File: src/rtl/present_iter_ctrl.sv
// Iterative 16-bit PRESENT-style engine: one shared round and one key scheduler,
// seven rounds per block plus a final key whitening, selectable key order.
package present_iter_pkg;
  function automatic logic [3:0] sbox(input logic [3:0] v);
    logic [3:0] r;
    case (v)
      4'h0: r = 4'hC;  4'h1: r = 4'h5;  4'h2: r = 4'h6;  4'h3: r = 4'hB;
      4'h4: r = 4'h9;  4'h5: r = 4'h0;  4'h6: r = 4'hA;  4'h7: r = 4'hD;
      4'h8: r = 4'h3;  4'h9: r = 4'hE;  4'hA: r = 4'hF;  4'hB: r = 4'h8;
      4'hC: r = 4'h4;  4'hD: r = 4'h7;  4'hE: r = 4'h1;  default: r = 4'h2;
    endcase
    return r;
  endfunction
endpackage

// Key add, nibble S-box layer, then bit permutation i -> 4*i mod 15 (bit 15 fixed).
module cipher_round (
  input  logic [15:0] state_in,
  input  logic [15:0] rk,
  output logic [15:0] state_out
);
  logic [15:0] x;
  logic [15:0] y;

  always_comb begin
    x = state_in ^ rk;
    y = '0;
    state_out = '0;
    for (int n = 0; n < 4; n++) y[n*4 +: 4] = present_iter_pkg::sbox(x[n*4 +: 4]);
    for (int b = 0; b < 15; b++) state_out[(b * 4) % 15] = y[b];
    state_out[15] = y[15];
  end
endmodule

// k(i) is the top 16 bits of the key register after i updates; each update is
// rotate-left by 7, S-box on the top nibble, and XOR of i into the low 3 bits.
module key_scheduler (
  input  logic [19:0]       key,
  output logic [7:0][15:0]  rks
);
  logic [19:0] kr;

  always_comb begin
    kr = key;
    rks = '0;
    rks[0] = key[19:4];
    for (int i = 1; i < 8; i++) begin
      kr = {kr[12:0], kr[19:13]};
      kr[19:16] = present_iter_pkg::sbox(kr[19:16]);
      kr[2:0] = kr[2:0] ^ 3'(i);
      rks[i] = kr[19:4];
    end
  end
endmodule

module present_iter_ctrl (
  input  logic                     clk,
  input  logic                     rst_n,
  present_iter_ctrl_if.slave       bus,
  output logic [1:0]               state_dbg
);
  typedef enum logic [1:0] {IDLE = 2'd0, RUN = 2'd1, DONE = 2'd2} state_t;

  state_t          state, state_nxt;
  logic [2:0]      rnd;
  logic [15:0]     state_reg;
  logic [19:0]     key_reg;
  logic            mode_reg;
  logic [7:0][15:0] rks;
  logic [2:0]      rk_idx;
  logic [15:0]     rk;
  logic [15:0]     kf;
  logic [15:0]     round_out;
  logic            accept;
  logic            last_rnd;

  key_scheduler u_keys (.key(key_reg), .rks(rks));

  // Decipher walks the schedule backwards (k7..k1) and whitens with k0.
  assign rk_idx   = mode_reg ? (3'd7 - rnd) : rnd;
  assign rk       = rks[rk_idx];
  assign kf       = mode_reg ? rks[0] : rks[7];
  assign last_rnd = (rnd == 3'd6);

  cipher_round u_round (.state_in(state_reg), .rk(rk), .state_out(round_out));

  assign accept = bus.in_valid && (state == IDLE);

  always_ff @(posedge clk or negedge rst_n) begin
    if (!rst_n) state <= IDLE;
    else        state <= state_nxt;
  end

  always_comb begin
    state_nxt = state;
    case (state)
      IDLE:    if (accept) state_nxt = RUN;
      RUN:     if (last_rnd) state_nxt = DONE;
      DONE:    if (bus.out_ready) state_nxt = IDLE;
      default: state_nxt = IDLE;
    endcase
  end

  always_ff @(posedge clk or negedge rst_n) begin
    if (!rst_n) begin
      rnd       <= '0;
      state_reg <= '0;
      key_reg   <= '0;
      mode_reg  <= 1'b0;
    end else if (accept) begin
      rnd       <= '0;
      state_reg <= bus.din;
      key_reg   <= bus.master_key;
      mode_reg  <= bus.mode;
    end else if (state == RUN) begin
      state_reg <= last_rnd ? (round_out ^ kf) : round_out;
      rnd       <= last_rnd ? 3'd0 : (rnd + 3'd1);
    end
  end

  // Outputs decode from state and registers only; dout is gated to zero outside DONE.
  assign bus.in_ready  = (state == IDLE);
  assign bus.out_valid = (state == DONE);
  assign bus.busy      = (state == RUN) || (state == DONE);
  assign bus.dout      = (state == DONE) ? state_reg : 16'h0000;
  assign state_dbg     = state;
endmodule

File: src/rtl/present_iter_ctrl_if.sv
// Request/result bundle for the iterative PRESENT-style block engine.
// valid/ready: a transfer happens on a rising edge where valid & ready are both 1;
// the producer holds valid and its payload stable until that edge.
interface present_iter_ctrl_if;
  logic        in_valid;
  logic        in_ready;
  logic        mode;
  logic [15:0] din;
  logic [19:0] master_key;
  logic        out_valid;
  logic        out_ready;
  logic [15:0] dout;
  logic        busy;

  modport master (
    output in_valid, mode, din, master_key, out_ready,
    input  in_ready, out_valid, dout, busy
  );

  modport slave (
    input  in_valid, mode, din, master_key, out_ready,
    output in_ready, out_valid, dout, busy
  );
endinterface

File: src/flat_wrapper.sv
// flat-port wrapper written by rule: the top's interface ports become plain ports
module present_iter_ctrl_flat 
  (clk, rst_n, state_dbg, bus_in_valid, bus_mode, bus_din, bus_master_key, bus_out_ready, bus_in_ready, bus_out_valid, bus_dout, bus_busy);
  present_iter_ctrl_if bus_i ();
  input  logic clk;
  input  logic rst_n;
  output logic [1:0] state_dbg;
  input wire logic [$bits(bus_i.in_valid)-1:0] bus_in_valid;
  input wire logic [$bits(bus_i.mode)-1:0] bus_mode;
  input wire logic [$bits(bus_i.din)-1:0] bus_din;
  input wire logic [$bits(bus_i.master_key)-1:0] bus_master_key;
  input wire logic [$bits(bus_i.out_ready)-1:0] bus_out_ready;
  output wire logic [$bits(bus_i.in_ready)-1:0] bus_in_ready;
  output wire logic [$bits(bus_i.out_valid)-1:0] bus_out_valid;
  output wire logic [$bits(bus_i.dout)-1:0] bus_dout;
  output wire logic [$bits(bus_i.busy)-1:0] bus_busy;
  assign bus_i.in_valid = bus_in_valid;
  assign bus_i.mode = bus_mode;
  assign bus_i.din = bus_din;
  assign bus_i.master_key = bus_master_key;
  assign bus_i.out_ready = bus_out_ready;
  assign bus_in_ready = bus_i.in_ready;
  assign bus_out_valid = bus_i.out_valid;
  assign bus_dout = bus_i.dout;
  assign bus_busy = bus_i.busy;
  present_iter_ctrl u_core (.clk(clk), .rst_n(rst_n), .bus(bus_i), .state_dbg(state_dbg));
endmodule
File: config.mk
export PLATFORM = sky130hd
export DESIGN_NAME = present_iter_ctrl_flat
export DESIGN_NICKNAME = d
export VERILOG_FILES = /design/src/rtl/present_iter_ctrl.sv /design/src/rtl/present_iter_ctrl_if.sv /design/src/flat_wrapper.sv
export SDC_FILE = /design/constraint.sdc
export NUM_CORES = 1
export LEC_CHECK = 0
export ABC_CLOCK_PERIOD_IN_PS = 6600
export BUFFER_PORTS_ARGS = -buffer_cell sky130_fd_sc_hd__buf_2
export CORE_ASPECT_RATIO = 1.75
export CORE_MARGIN = 3
export CORE_UTILIZATION = 33
export CTS_BUF_LIST = sky130_fd_sc_hd__clkbuf_16
export DETAILED_ROUTE_END_ITERATION = 8
export SLEW_MARGIN = 10
export SYNTH_ARGS = -nofsm -noshare
export SYNTH_HDL_FRONTEND = slang
export SYNTH_SLANG_ARGS = --single-unit
File: constraint.sdc
create_clock -name clk -period 6.6 [get_ports clk]
set_clock_uncertainty 0.2 [all_clocks]
set_input_delay 0.99 -clock clk [delete_from_list [all_inputs] [get_ports clk]]
set_output_delay 0.99 -clock clk [all_outputs]
set_load 0.05 [all_outputs]
==> run metrics <==
min Tclk post-route 5.32 ns; Hold Path Class register to register; initial antenna violation count 0; Die W 109 um; post-synthesis cell area 6070 um^2; CTS Root Cell clkbuf_16; Crit Path Class register to register; status finished clean; # port buffers 61; DRC 0; Syn Inst Count 759; chip height 185 um; Final HPWL DP 14700 um; Reg-to-Reg End u_core.state_reg[0]; Async S/R FF share, synth 100%; Critical Path RT 6.64 ns; WL final 18800 um; GRT Total Usage 18.5%; # Max-Cap Violations 0; startpoint types register; slowest stage cell, crit path o311ai_0; clock tree buffer depth 2; Die ar. 20100 um^2; relative slew slack 24.5%; vias per std cell 5.60; first-pass GRT wire length 29200 um; setup bufs post-CTS 0; nets 881; area of the core 18100 um^2; First-pass DRT Iterations 5; wire per inst 18.4 um; Post-synth EDFFs 0; largest net degree at the start of global routing 66; hold wc startpoint u_core.state_dbg[0]; worst r2r path cells 17; slowest cell delay on critical path 0.97 ns; r2r setup slk 1.28 ns; Post-CTS Resized 0; Worst Path Buf+Inv 2; Rows 65; placed insts 1011; Initial DRC Count 395; CTS clk-pin slew, worst paths 0.07 ns; vias in the first global route 5420; critical path data arrival time 5.35 ns; crit share post-route 80.6%; reg2reg start u_core.key_reg[9]; Post-CTS Hold Buffers 0; TritonCTS Buffers 5; commonest non-fill, non-tap cell in the layout nand2_1; DR vias 5709; critical-path maximum fanout 8; Synth warnings 0; Synth Flop Type dfrtp_1; Inserted Diodes 0; RSZ-0062 raised after global routing no; final-report setup violation count 0; setup TNS 0 ns; Starting Density 33.6%; Hold EP u_core.state_dbg[0]; antenna viol nets, final 0; Finished Layout Cells 1019; Syn Area/Cell 8.00 um^2; CP delay by family, top compound AO/OA/AOI/OAI gates; CTS tree yes; Largest register FFs 20; worst-path cell chain inv_1 > ha_1 > xnor2_1 > o2bb2ai_2 > ha_1 > nor4b_1 > nor4_4 > o21ai_0 > o311ai_0 > o311ai_0 > inv_1 > ha_1 > xnor2_1 > nor2_1 > a21oi_1 > or4_1 > nand3_1; Worst path most repeated cell ha_1; clock latency on the worst-skew pair 0.30 ns; Hold Fails Final Rpt 0; H-tree depth 2; crit path capture type register; syn nets 856; Distinct cells, synth 73; grt ovf 0; worst-margin pin slew 1.12 ns; io pins 62; Layout area overhead 9.77%; Seq/Total Area, Yosys 17.3%; most frequent cells in the layout nand2_1, buf_2, nor2_1; max frequency 188 MHz; Placer Congestion 0.958; Seq cells post-synth 42; depth of the worst hold-timing path 1; share of layout cells above drive strength 1 15.8%; clk sinks 42; Final Max Tran Viols 0
[Yosys cell counts, types with 3 or more instances]
| cell type | count | area (um^2) |
|---|---|---|
| and3_1 | 5 | 31.3 |
| or2_2 | 4 | 25.0 |
| or3_1 | 3 | 18.8 |
| buf_1 | 6 | 22.5 |
| o211a_1 | 6 | 60.1 |
| a21oi_1 | 36 | 180 |
| nand3b_1 | 4 | 30.0 |
| nor4b_1 | 3 | 26.3 |
| nor2_1 | 57 | 214 |
| nor3_1 | 15 | 75.1 |
| mux2i_1 | 46 | 460 |
| inv_1 | 51 | 191 |
| buf_2 | 14 | 70.1 |
| a211o_1 | 4 | 35.0 |
| nand3_1 | 16 | 80.1 |
| mux4_2 | 21 | 473 |
| o21ai_0 | 49 | 245 |
| buf_6 | 5 | 56.3 |
| o21ai_1 | 3 | 15.0 |
| nor4_1 | 5 | 31.3 |
| a211oi_1 | 11 | 82.6 |
| and2_1 | 16 | 100 |
| dfrtp_1 | 42 | 1050 |
| o311ai_0 | 5 | 43.8 |
| inv_2 | 3 | 11.3 |
| o31ai_1 | 4 | 30.0 |
| a221o_1 | 4 | 40.0 |
| ha_1 | 56 | 701 |
| xnor2_1 | 22 | 193 |
| xor2_1 | 14 | 123 |
| nand2b_1 | 8 | 50.1 |
| o2111ai_1 | 3 | 26.3 |
| nor3b_1 | 14 | 105 |
| a31oi_1 | 6 | 37.5 |
| clkbuf_1 | 27 | 101 |
| a21o_1 | 6 | 45.0 |
| nand2_1 | 95 | 357 |
| o211ai_1 | 24 | 180 |
[how the worst max path moves through the flow]
stage / cells past startpoint / endpoint / startpoint
floorplan: 18 / u_core.state_reg[0] / u_core.key_reg[9]
global placement: 17 / u_core.state_reg[0] / u_core.key_reg[9]
detailed placement: 17 / u_core.state_reg[0] / u_core.key_reg[9]
CTS: 17 / u_core.state_reg[0] / u_core.key_reg[9]
global route: 18 / u_core.state_reg[0] / u_core.key_reg[9]
finish: 17 / u_core.state_reg[0] / u_core.key_reg[9]
[logic make-up (layout without fill, tap and decap cells)]
logic type	Yosys count	after routing	share of synthesized area, %
buf+inv	107	133	7.59
xor+xnor	36	36	5.19
compound gates	189	189	21.3
mux	71	71	16.2
fa+ha+maj	56	56	11.5
flops	42	42	17.3
simple gates	258	258	20.8
[per-layer routing]
metal | routed length [um] | track usage [%]
met1 | 7060 | 19.8
met2 | 9710 | 34.1
met3 | 636 | 1.57
met4 | 1350 | 11.5
met5 | 0 | 0
[layout make-up]
type                            instances  area [um^2]
Sequential cell                        42         1050
Clock inverter                          3         17.5
Inverter                               54          203
Fill cell                            1907        11400
Timing Repair Buffer                   71          380
Multi-Input combinational cell        610         4590
Clock buffer                            5          125
Tap cell                              234          293
[through the flow]
step | utilization [%] | setup slack, ns | hold slack (ns) | area (um^2)
final | 36.9 | 1.28 | 0.362 | 6660
after global routing | 36.9 | 0.794 | 0.379 | 6660
after CTS | 36.9 | 1.27 | 0.364 | 6660
after detailed placement | 36.1 | 1.30 | 0.347 | 6520
after global placement | 36.1 | 1.49 | 0.356 | 6520
after floorplan | - | 2.02 | 0.306 | 6070
Power is not shown: default switching activity piles up to over one toggle a cycle in this logic, so the estimate is an artifact.
